$ cat src/rtl/uart_alu_interface.sv
// Remote ALU command engine: gathers A, B and opcode bytes from the UART receiver,
// evaluates the ALU operation and hands one result byte to the UART transmitter.
module uart_alu_interface #(
  parameter int DBIT  = 8,
  parameter int NB_OP = 6
) (
  input  logic            i_clock,
  input  logic            i_reset,
  input  logic            i_rx_done_tick,
  input  logic [DBIT-1:0] i_rx_data,
  input  logic            i_tx_done_tick,
  output logic            o_tx_start,
  output logic [DBIT-1:0] o_tx_data,
  output logic            o_busy,
  output logic            o_op_error,
  output logic            o_overrun
);

  typedef enum logic [2:0] {
    WAIT_A  = 3'd0,
    WAIT_B  = 3'd1,
    WAIT_OP = 3'd2,
    SEND    = 3'd3,
    WAIT_TX = 3'd4
  } state_t;

  localparam logic [NB_OP-1:0] OP_ADD = NB_OP'(6'b100000);
  localparam logic [NB_OP-1:0] OP_SUB = NB_OP'(6'b100010);
  localparam logic [NB_OP-1:0] OP_AND = NB_OP'(6'b100100);
  localparam logic [NB_OP-1:0] OP_OR  = NB_OP'(6'b100101);
  localparam logic [NB_OP-1:0] OP_XOR = NB_OP'(6'b100110);
  localparam logic [NB_OP-1:0] OP_NOR = NB_OP'(6'b100111);
  localparam logic [NB_OP-1:0] OP_SRA = NB_OP'(6'b000011);
  localparam logic [NB_OP-1:0] OP_SRL = NB_OP'(6'b000010);
  localparam logic [DBIT-1:0]  SHIFT_LIMIT = DBIT'(DBIT);

  function automatic logic op_supported(input logic [NB_OP-1:0] op);
    case (op)
      OP_ADD, OP_SUB, OP_AND, OP_OR, OP_XOR, OP_NOR, OP_SRA, OP_SRL: op_supported = 1'b1;
      default: op_supported = 1'b0;
    endcase
  endfunction

  // Shift amounts at or beyond the byte width saturate instead of wrapping.
  function automatic logic [DBIT-1:0] alu(input logic [DBIT-1:0] a,
                                          input logic [DBIT-1:0] b,
                                          input logic [NB_OP-1:0] op);
    case (op)
      OP_ADD: alu = a + b;
      OP_SUB: alu = a - b;
      OP_AND: alu = a & b;
      OP_OR:  alu = a | b;
      OP_XOR: alu = a ^ b;
      OP_NOR: alu = ~(a | b);
      OP_SRA: begin
        if (b >= SHIFT_LIMIT) alu = {DBIT{a[DBIT-1]}};
        else                  alu = $signed(a) >>> b;
      end
      OP_SRL: begin
        if (b >= SHIFT_LIMIT) alu = {DBIT{1'b0}};
        else                  alu = a >> b;
      end
      default: alu = {DBIT{1'b0}};
    endcase
  endfunction

  state_t            state_r, state_n;
  logic [DBIT-1:0]   a_r, b_r, tx_data_r;
  logic              tx_start_r, busy_r, op_error_r, overrun_r;
  logic              load_a_s, load_b_s, load_op_s, drop_s;
  logic [NB_OP-1:0]  op_s;
  logic [DBIT-1:0]   result_s;
  logic              op_ok_s;

  assign op_s     = i_rx_data[NB_OP-1:0];
  assign result_s = alu(a_r, b_r, op_s);
  assign op_ok_s  = op_supported(op_s);

  // Next-state decode and per-byte load strobes.
  always_comb begin
    state_n   = state_r;
    load_a_s  = 1'b0;
    load_b_s  = 1'b0;
    load_op_s = 1'b0;
    drop_s    = 1'b0;
    case (state_r)
      WAIT_A: begin
        if (i_rx_done_tick) begin
          load_a_s = 1'b1;
          state_n  = WAIT_B;
        end else begin
          state_n  = WAIT_A;
        end
      end
      WAIT_B: begin
        if (i_rx_done_tick) begin
          load_b_s = 1'b1;
          state_n  = WAIT_OP;
        end else begin
          state_n  = WAIT_B;
        end
      end
      WAIT_OP: begin
        if (i_rx_done_tick) begin
          load_op_s = 1'b1;
          state_n   = SEND;
        end else begin
          state_n   = WAIT_OP;
        end
      end
      SEND: begin
        drop_s  = i_rx_done_tick;
        state_n = WAIT_TX;
      end
      WAIT_TX: begin
        drop_s = i_rx_done_tick;
        if (i_tx_done_tick) state_n = WAIT_A;
        else                state_n = WAIT_TX;
      end
      default: state_n = WAIT_A;
    endcase
  end

  // State, operand and registered-output update; outputs follow the next state.
  always_ff @(posedge i_clock or negedge i_reset) begin
    if (!i_reset) begin
      state_r    <= WAIT_A;
      a_r        <= {DBIT{1'b0}};
      b_r        <= {DBIT{1'b0}};
      tx_data_r  <= {DBIT{1'b0}};
      tx_start_r <= 1'b0;
      busy_r     <= 1'b0;
      op_error_r <= 1'b0;
      overrun_r  <= 1'b0;
    end else begin
      state_r <= state_n;
      if (load_a_s) a_r <= i_rx_data;
      if (load_b_s) b_r <= i_rx_data;
      if (load_op_s) tx_data_r <= result_s;
      tx_start_r <= (state_n == SEND);
      busy_r     <= (state_n == SEND) || (state_n == WAIT_TX);
      op_error_r <= load_op_s & ~op_ok_s;
      overrun_r  <= drop_s;
    end
  end

  assign o_tx_start = tx_start_r;
  assign o_tx_data  = tx_data_r;
  assign o_busy     = busy_r;
  assign o_op_error = op_error_r;
  assign o_overrun  = overrun_r;

endmodule

$ cat config.mk
export PLATFORM = sky130hd
export DESIGN_NAME = uart_alu_interface
export DESIGN_NICKNAME = d
export VERILOG_FILES = /design/src/rtl/uart_alu_interface.sv
export SDC_FILE = /design/constraint.sdc
export NUM_CORES = 1
export LEC_CHECK = 0
export BUFFER_PORTS_ARGS = -buffer_cell sky130_fd_sc_hd__buf_2
export CORE_ASPECT_RATIO = 0.5
export CORE_MARGIN = 5
export CORE_UTILIZATION = 55
export CTS_CLUSTER_SIZE = 12
export DETAILED_ROUTE_END_ITERATION = 10
export PLACE_DENSITY = 0.79
export SLEW_MARGIN = 5
export SYNTH_ARGS = -nofsm -noshare
export SYNTH_HDL_FRONTEND = slang
export SYNTH_SLANG_ARGS = --single-unit
$ cat constraint.sdc
create_clock -name i_clock -period 3.15 [get_ports i_clock]
set_clock_uncertainty 0.05 [all_clocks]
set_input_delay 0.1575 -clock i_clock [delete_from_list [all_inputs] [get_ports i_clock]]
set_output_delay 0.1575 -clock i_clock [all_outputs]
set_load 0.01 [all_outputs]
==> flow_summary.json, run 1 <==
{
  "design_area_mm2": 0.00304,
  "ctsResizeCount": 0,
  "root_buffer": "clkbuf_8",
  "postCtsSetupRepairBufs": 0,
  "async_flop_share_pct": 100,
  "fp.dieH_um": 59.9,
  "detail-route-antenna-nets": 0,
  "syn_inst": 332,
  "cts_tree": "yes",
  "gr-usage-all-layers_pct": 25.2,
  "tightest_slew_ns": 0.905,
  "grt_pass1_vias": 2379,
  "synth_largest_area_cell": "dfrtp_1",
  "total_power_mw": 3.32,
  "stdcell_count": 422,
  "setup_tns_ns": 0,
  "yosys-top-cells-area": "dfrtp_1, ha_1, nand2_1",
  "ctsLongestPathBuffers": 2,
  "portBuffers": 23,
  "synthDistinctLibCells": 58,
  "overflow": 0,
  "rsz0062_at_grt": "false",
  "cts.sinks": 31,
  "dp_hpwl_um": 5830,
  "criticalPathCategory": "flop to flop",
  "crit_required_ns": 3.29,
  "syn_to_final_growth_pct": 11.3,
  "period_minus_slack_ns": 2.59,
  "synth_commonest_cells": "nand2_1, dfrtp_1, ha_1, o21ai_0, nor2_1",
  "max_slew_margin_pct": 39.4,
  "hold_path_class": "input pin to flop",
  "synth-seq-cells": 31,
  "holdBufCountCts": 1,
  "drv_slew": 0,
  "syn-num-nets": 369,
  "status": "complete, no violations",
  "die_area_mm2": 0.00657,
  "finalCritPeriodShare_pct": 82.3,
  "antennaDiodeCount": 0,
  "drt-vias-per-instance": 6.12,
  "p_leak_nw": 1.37,
  "firstDrtPassIters": 6,
  "wl_per_cell_um": 18.1,
  "clkTransAtPathRegs_ns": 0.07,
  "place_ws_ns": 0.472,
  "placedInstanceArea_mm2": 0.00290,
  "drt-total-wl_um": 7660,
  "drc_errors": 0,
  "finish.utilization_pct": 62.6,
  "htreeDepth": 2,
  "initial_core_util_pct": 56.2,
  "syn_avg_cell_area_um2": 8.23,
  "fmax_mhz": 386,
  "syn-cell-area_mm2": 0.00273,
  "yosys.area.top_type_share_pct": 28.4,
  "numCtsBuffers": 5,
  "chipWidth_um": 110,
  "setup_viol": 0,
  "finalNetCount": 388,
  "critPathArrivalTime_ns": 2.73,
  "rows": 18,
  "cp-start-kind": "flop",
  "post-synth-top-count-cell": "nand2_1",
  "drt-initial-drc-count": 281,
  "ys.flop_type": "dfrtp_1",
  "drive_gt1_share_pct": 14.8,
  "drv_cap": 0,
  "crit_path_end_kind": "flop",
  "ys_warn_count": 0,
  "clock_latency_ns": 0.28,
  "ir_drop_v": 0.000465,
  "hold_viol_final": 0,
  "dp.cells": 413,
  "grt_first_pass_wirelength_um": 12400,
  "core_mm2": 0.00486,
  "worst_slack_ns": 0.558,
  "crit_fanout": 6,
  "grt_max_degree": 32,
  "holdWs_ns": 0.0453,
  "vias": 2584,
  "grt_antenna_before_repair": 0,
  "routabilityCongestion": 0.977,
  "ys_seq_area_share_pct": 28.4,
  "p_per_area_mw_per_mm2": 1090,
  "ios": 24,
  "synth_edf_count": 0
}
[power breakdown]
group / internal [mW] / leakage [nW] / total (mW) / switching (mW)
Clock: 0.316 / 0.0654 / 0.469 / 0.153
Combinational: 0.869 / 0.904 / 2.08 / 1.21
Sequential: 0.557 / 0.398 / 0.774 / 0.217
Total: 1.74 / 1.37 / 3.32 / 1.58
[state kept, by name, summed over array words and instances (netlist names)]
signal / cells
o_tx_start: 1
o_tx_data: 8
state_r: 3
a_r: 8
b_r: 8
o_busy: 1
o_overrun: 1
o_op_error: 1
[layout by cell type (no fill, tap or decap), drive strengths merged, types with 7 or more instances in the layout]
cell	instances
inv	21
nor3	9
a211oi	16
nor2b	9
ha	24
dfrtp	31
nand2b	8
nor2	24
xnor2	11
nand2	47
buf	30
a21oi	15
o21ai	28
xor2	7
nand3	7
[kinds of logic (layout without fill, tap and decap cells)]
logic type,after synthesis,count (layout),share of synthesized area (%)
flops,31,31,28.4
compound gates,92,92,22.6
simple gates,116,116,21.2
mux,10,10,4.26
fa+ha+maj,25,25,11.7
buf+inv,40,60,6.13
xor+xnor,18,18,5.77
[worst paths after layout]
path                               from            to  slack (ns)  cells after the start
hold / removal             i_rx_data[6]        b_r[6]        0.05                      3
setup / recovery                 b_r[1]  o_tx_data[6]        0.56                     10
setup reg to reg                 b_r[1]  o_tx_data[6]        0.56                     10
hold reg to reg            o_tx_data[7]  o_tx_data[7]        0.46                      2
min in group asynchronous       i_reset        b_r[2]        0.41                      2
max in group asynchronous       i_reset    o_op_error        2.17                      2
[per-layer routing]
layer | global-route usage [%] | part of all wire (%) | routed length (um)
met4 | 3.55 | 0.56 | 43
met1 | 34.8 | 43 | 3290
met5 | 0 | 0 | 0
met2 | 39.9 | 45 | 3420
met3 | 7.87 | 12 | 908
[critical path: stages, from the launching register on]
cell and delay (ns):
dfrtp_1 0.38, inv_1 0.20, ha_1 0.28, a21o_1 0.20, fa_1 0.42, nand2b_1 0.19
a21oi_1 0.22, o21a_1 0.16, nor3_1 0.04, nand3b_1 0.15, a22oi_1 0.21
[cell type report]
type,count,area (um2)
clock buffers,6,72.6
clock inverters,2,60.1
fillers,435,1820
inverters,21,78.8
multi-input cells,261,1790
flip-flops and latches,31,776
well taps,70,87.6
repair buffers,31,178
Note: power is estimated with default switching activity, not from simulation.
==> run 2, diff against run 1 <==
==> constraint.sdc (replaced) <==
create_clock -name i_clock -period 2.6 [get_ports i_clock]
set_clock_uncertainty 0.05 [all_clocks]
set_input_delay 0.13 -clock i_clock [delete_from_list [all_inputs] [get_ports i_clock]]
set_output_delay 0.13 -clock i_clock [all_outputs]
set_load 0.01 [all_outputs]
==> run 2 against run 1 <==
Against the previous run:
- combinational power is 30% higher
- routed wire length is 3.3% higher
- design area is 2.0% higher
- sequential power is 23% higher
- count of clock-buffer cells in the layout stayed put
- flip-flop and latch count stayed put
- setup slack worse by 0.49 ns
- worst hold slack worse by 0.035 ns
- die area stayed put
- sequential share of layout area is 0.50 points lower
- cell count is 2.8% higher
- critical path type unchanged
- largest cell class unchanged
- highest routed layer unchanged
==> flow_summary.json, run 2 (same netlist as run 1, synthesis figures left out) <==
{
  "drv_cap": 0,
  "placedInstanceArea_mm2": 0.00299,
  "grt_pass1_vias": 2444,
  "grt_first_pass_wirelength_um": 12600,
  "cp-start-kind": "flop",
  "dp_hpwl_um": 6080,
  "dp.cells": 425,
  "p_per_area_mw_per_mm2": 1300,
  "design_area_mm2": 0.00310,
  "wl_per_cell_um": 18.2,
  "drt-initial-drc-count": 241,
  "grt_max_degree": 32,
  "hold_path_class": "input pin to flop",
  "die_area_mm2": 0.00657,
  "period_minus_slack_ns": 2.53,
  "cts_tree": "yes",
  "p_leak_nw": 1.41,
  "firstDrtPassIters": 5,
  "vias": 2636,
  "clkTransAtPathRegs_ns": 0.07,
  "clock_latency_ns": 0.28,
  "drv_slew": 0,
  "tightest_slew_ns": 0.734,
  "gr-usage-all-layers_pct": 25.6,
  "chipWidth_um": 110,
  "core_mm2": 0.00486,
  "root_buffer": "clkbuf_8",
  "cp_slowest_cell": "dfrtp_1",
  "detail-route-antenna-nets": 0,
  "ctsLongestPathBuffers": 2,
  "routabilityCongestion": 0.998,
  "setup_viol": 0,
  "drive_gt1_share_pct": 19.0,
  "hold_path_depth": 3,
  "crit_fanout": 17,
  "total_power_mw": 4.03,
  "cts.sinks": 31,
  "fp.dieH_um": 59.9,
  "use_met3_pct": 10.4,
  "status": "complete, no violations",
  "drt-total-wl_um": 7910,
  "regArea_um2": 776,
  "reg2regPathDepth": 11,
  "multi_input_area_mm2": 0.00181,
  "htreeDepth": 2,
  "critPathArrivalTime_ns": 2.68,
  "use_met1_pct": 34.8,
  "ios": 24,
  "crit_path_end_kind": "flop",
  "portBuffers": 23,
  "rsz0062_at_grt": "true",
  "final_cell_mix": "nand2_1, dfrtp_1, o21ai_0, ha_1, buf_2",
  "drt-vias-per-instance": 6.07,
  "finalCritPeriodShare_pct": 97.3,
  "hold_viol_final": 0,
  "layout_commonest_cell": "nand2_1",
  "ir_drop_v": 0.000542,
  "grt_antenna_before_repair": 0,
  "crit_required_ns": 2.75,
  "rows": 18,
  "initial_core_util_pct": 56.2,
  "syn_to_final_growth_pct": 13.5,
  "cpMostUsedCell": "o21ai_0",
  "nFillCells": 423,
  "antennaDiodeCount": 0,
  "drc_errors": 0,
  "stdcell_count": 434,
  "criticalPathCategory": "flop to flop",
  "grt_most_used_layer": "met2",
  "overflow": 0,
  "finalNetCount": 400,
  "grt_util_met2_pct": 38.8,
  "max_slew_margin_pct": 51.0,
  "slowest_delay_ns": 0.36,
  "fmax_mhz": 395,
  "postCtsSetupRepairBufs": 0,
  "crit_chain": "buf_4 -> nor2_2 -> a21o_1 -> xnor2_1 -> ha_1 -> o21ai_0 -> a21oi_2 -> o21a_1 -> o21ai_0 -> nand3b_1 -> a22oi_1",
  "numCtsBuffers": 5
}
## run 2: path summary, 6_finish.rpt
kind                              start      endpoint  slack, ns
max                              b_r[0]  o_tx_data[6]       0.07
min                        i_rx_data[6]        b_r[6]       0.01
max reg2reg                      b_r[0]  o_tx_data[6]       0.07
min reg2reg                o_tx_data[4]  o_tx_data[4]       0.47
max in group asynchronous       i_reset  o_tx_data[0]       1.64
min in group asynchronous       i_reset    state_r[0]       0.39
## run 2: timing repair
action                     4_1_cts  5_1_grt
hold buffers                     1        0
setup endpoints to repair        0        2
hold endpoints to repair        31        0
resized for setup                0        5
## run 2: metal layers
metal / routed length (um) / vias to the layer above
met5: 0 / -
met4: 83 / 0
met3: 982 / 12
met2: 3460 / 147
met1: 3390 / 1239
li1: - / 1238
## run 2: area by class of cell
class | count | share of cell area (%)
clock inverters | 2 | 0.403
well taps | 70 | 2.82
multi-input cells | 261 | 58.3
flip-flops and latches | 31 | 25.0
repair buffers | 43 | 8.63
inverters | 21 | 2.54
clock buffers | 6 | 2.34
## run 2: metrics by stage
stage | utilization (%) | TNS, ns | setup slack, ns | hold slack [ns]
floorplan | - | 0 | 0.00816 | -0.216
global placement | 61.5 | 0 | 0.116 | 0.164
detailed placement | 61.5 | 0 | 0.0502 | 0.175
CTS | 63.4 | 0 | 0.175 | 0.0143
global route | 63.8 | -0.0191 | -0.0108 | 0.0401
finish | 63.8 | 0 | 0.0701 | 0.0106
## run 2: critical path: cells and delay by family (launching register included)
family / cells / cell delay, ns
buffers and inverters: 1 / 0.23
xor gates and xnor gates: 1 / 0.13
adders and majority gates: 1 / 0.35
AOI/OAI and AO/OA: 6 / 1.11
DFF: 1 / 0.36
and+or+nand+nor: 2 / 0.21
## run 2: report_power, final
part           total (mW)  internal, mW  switching, mW
clock network       0.386         0.187          0.199
registers           0.950         0.674          0.276
logic                2.70          1.15           1.55
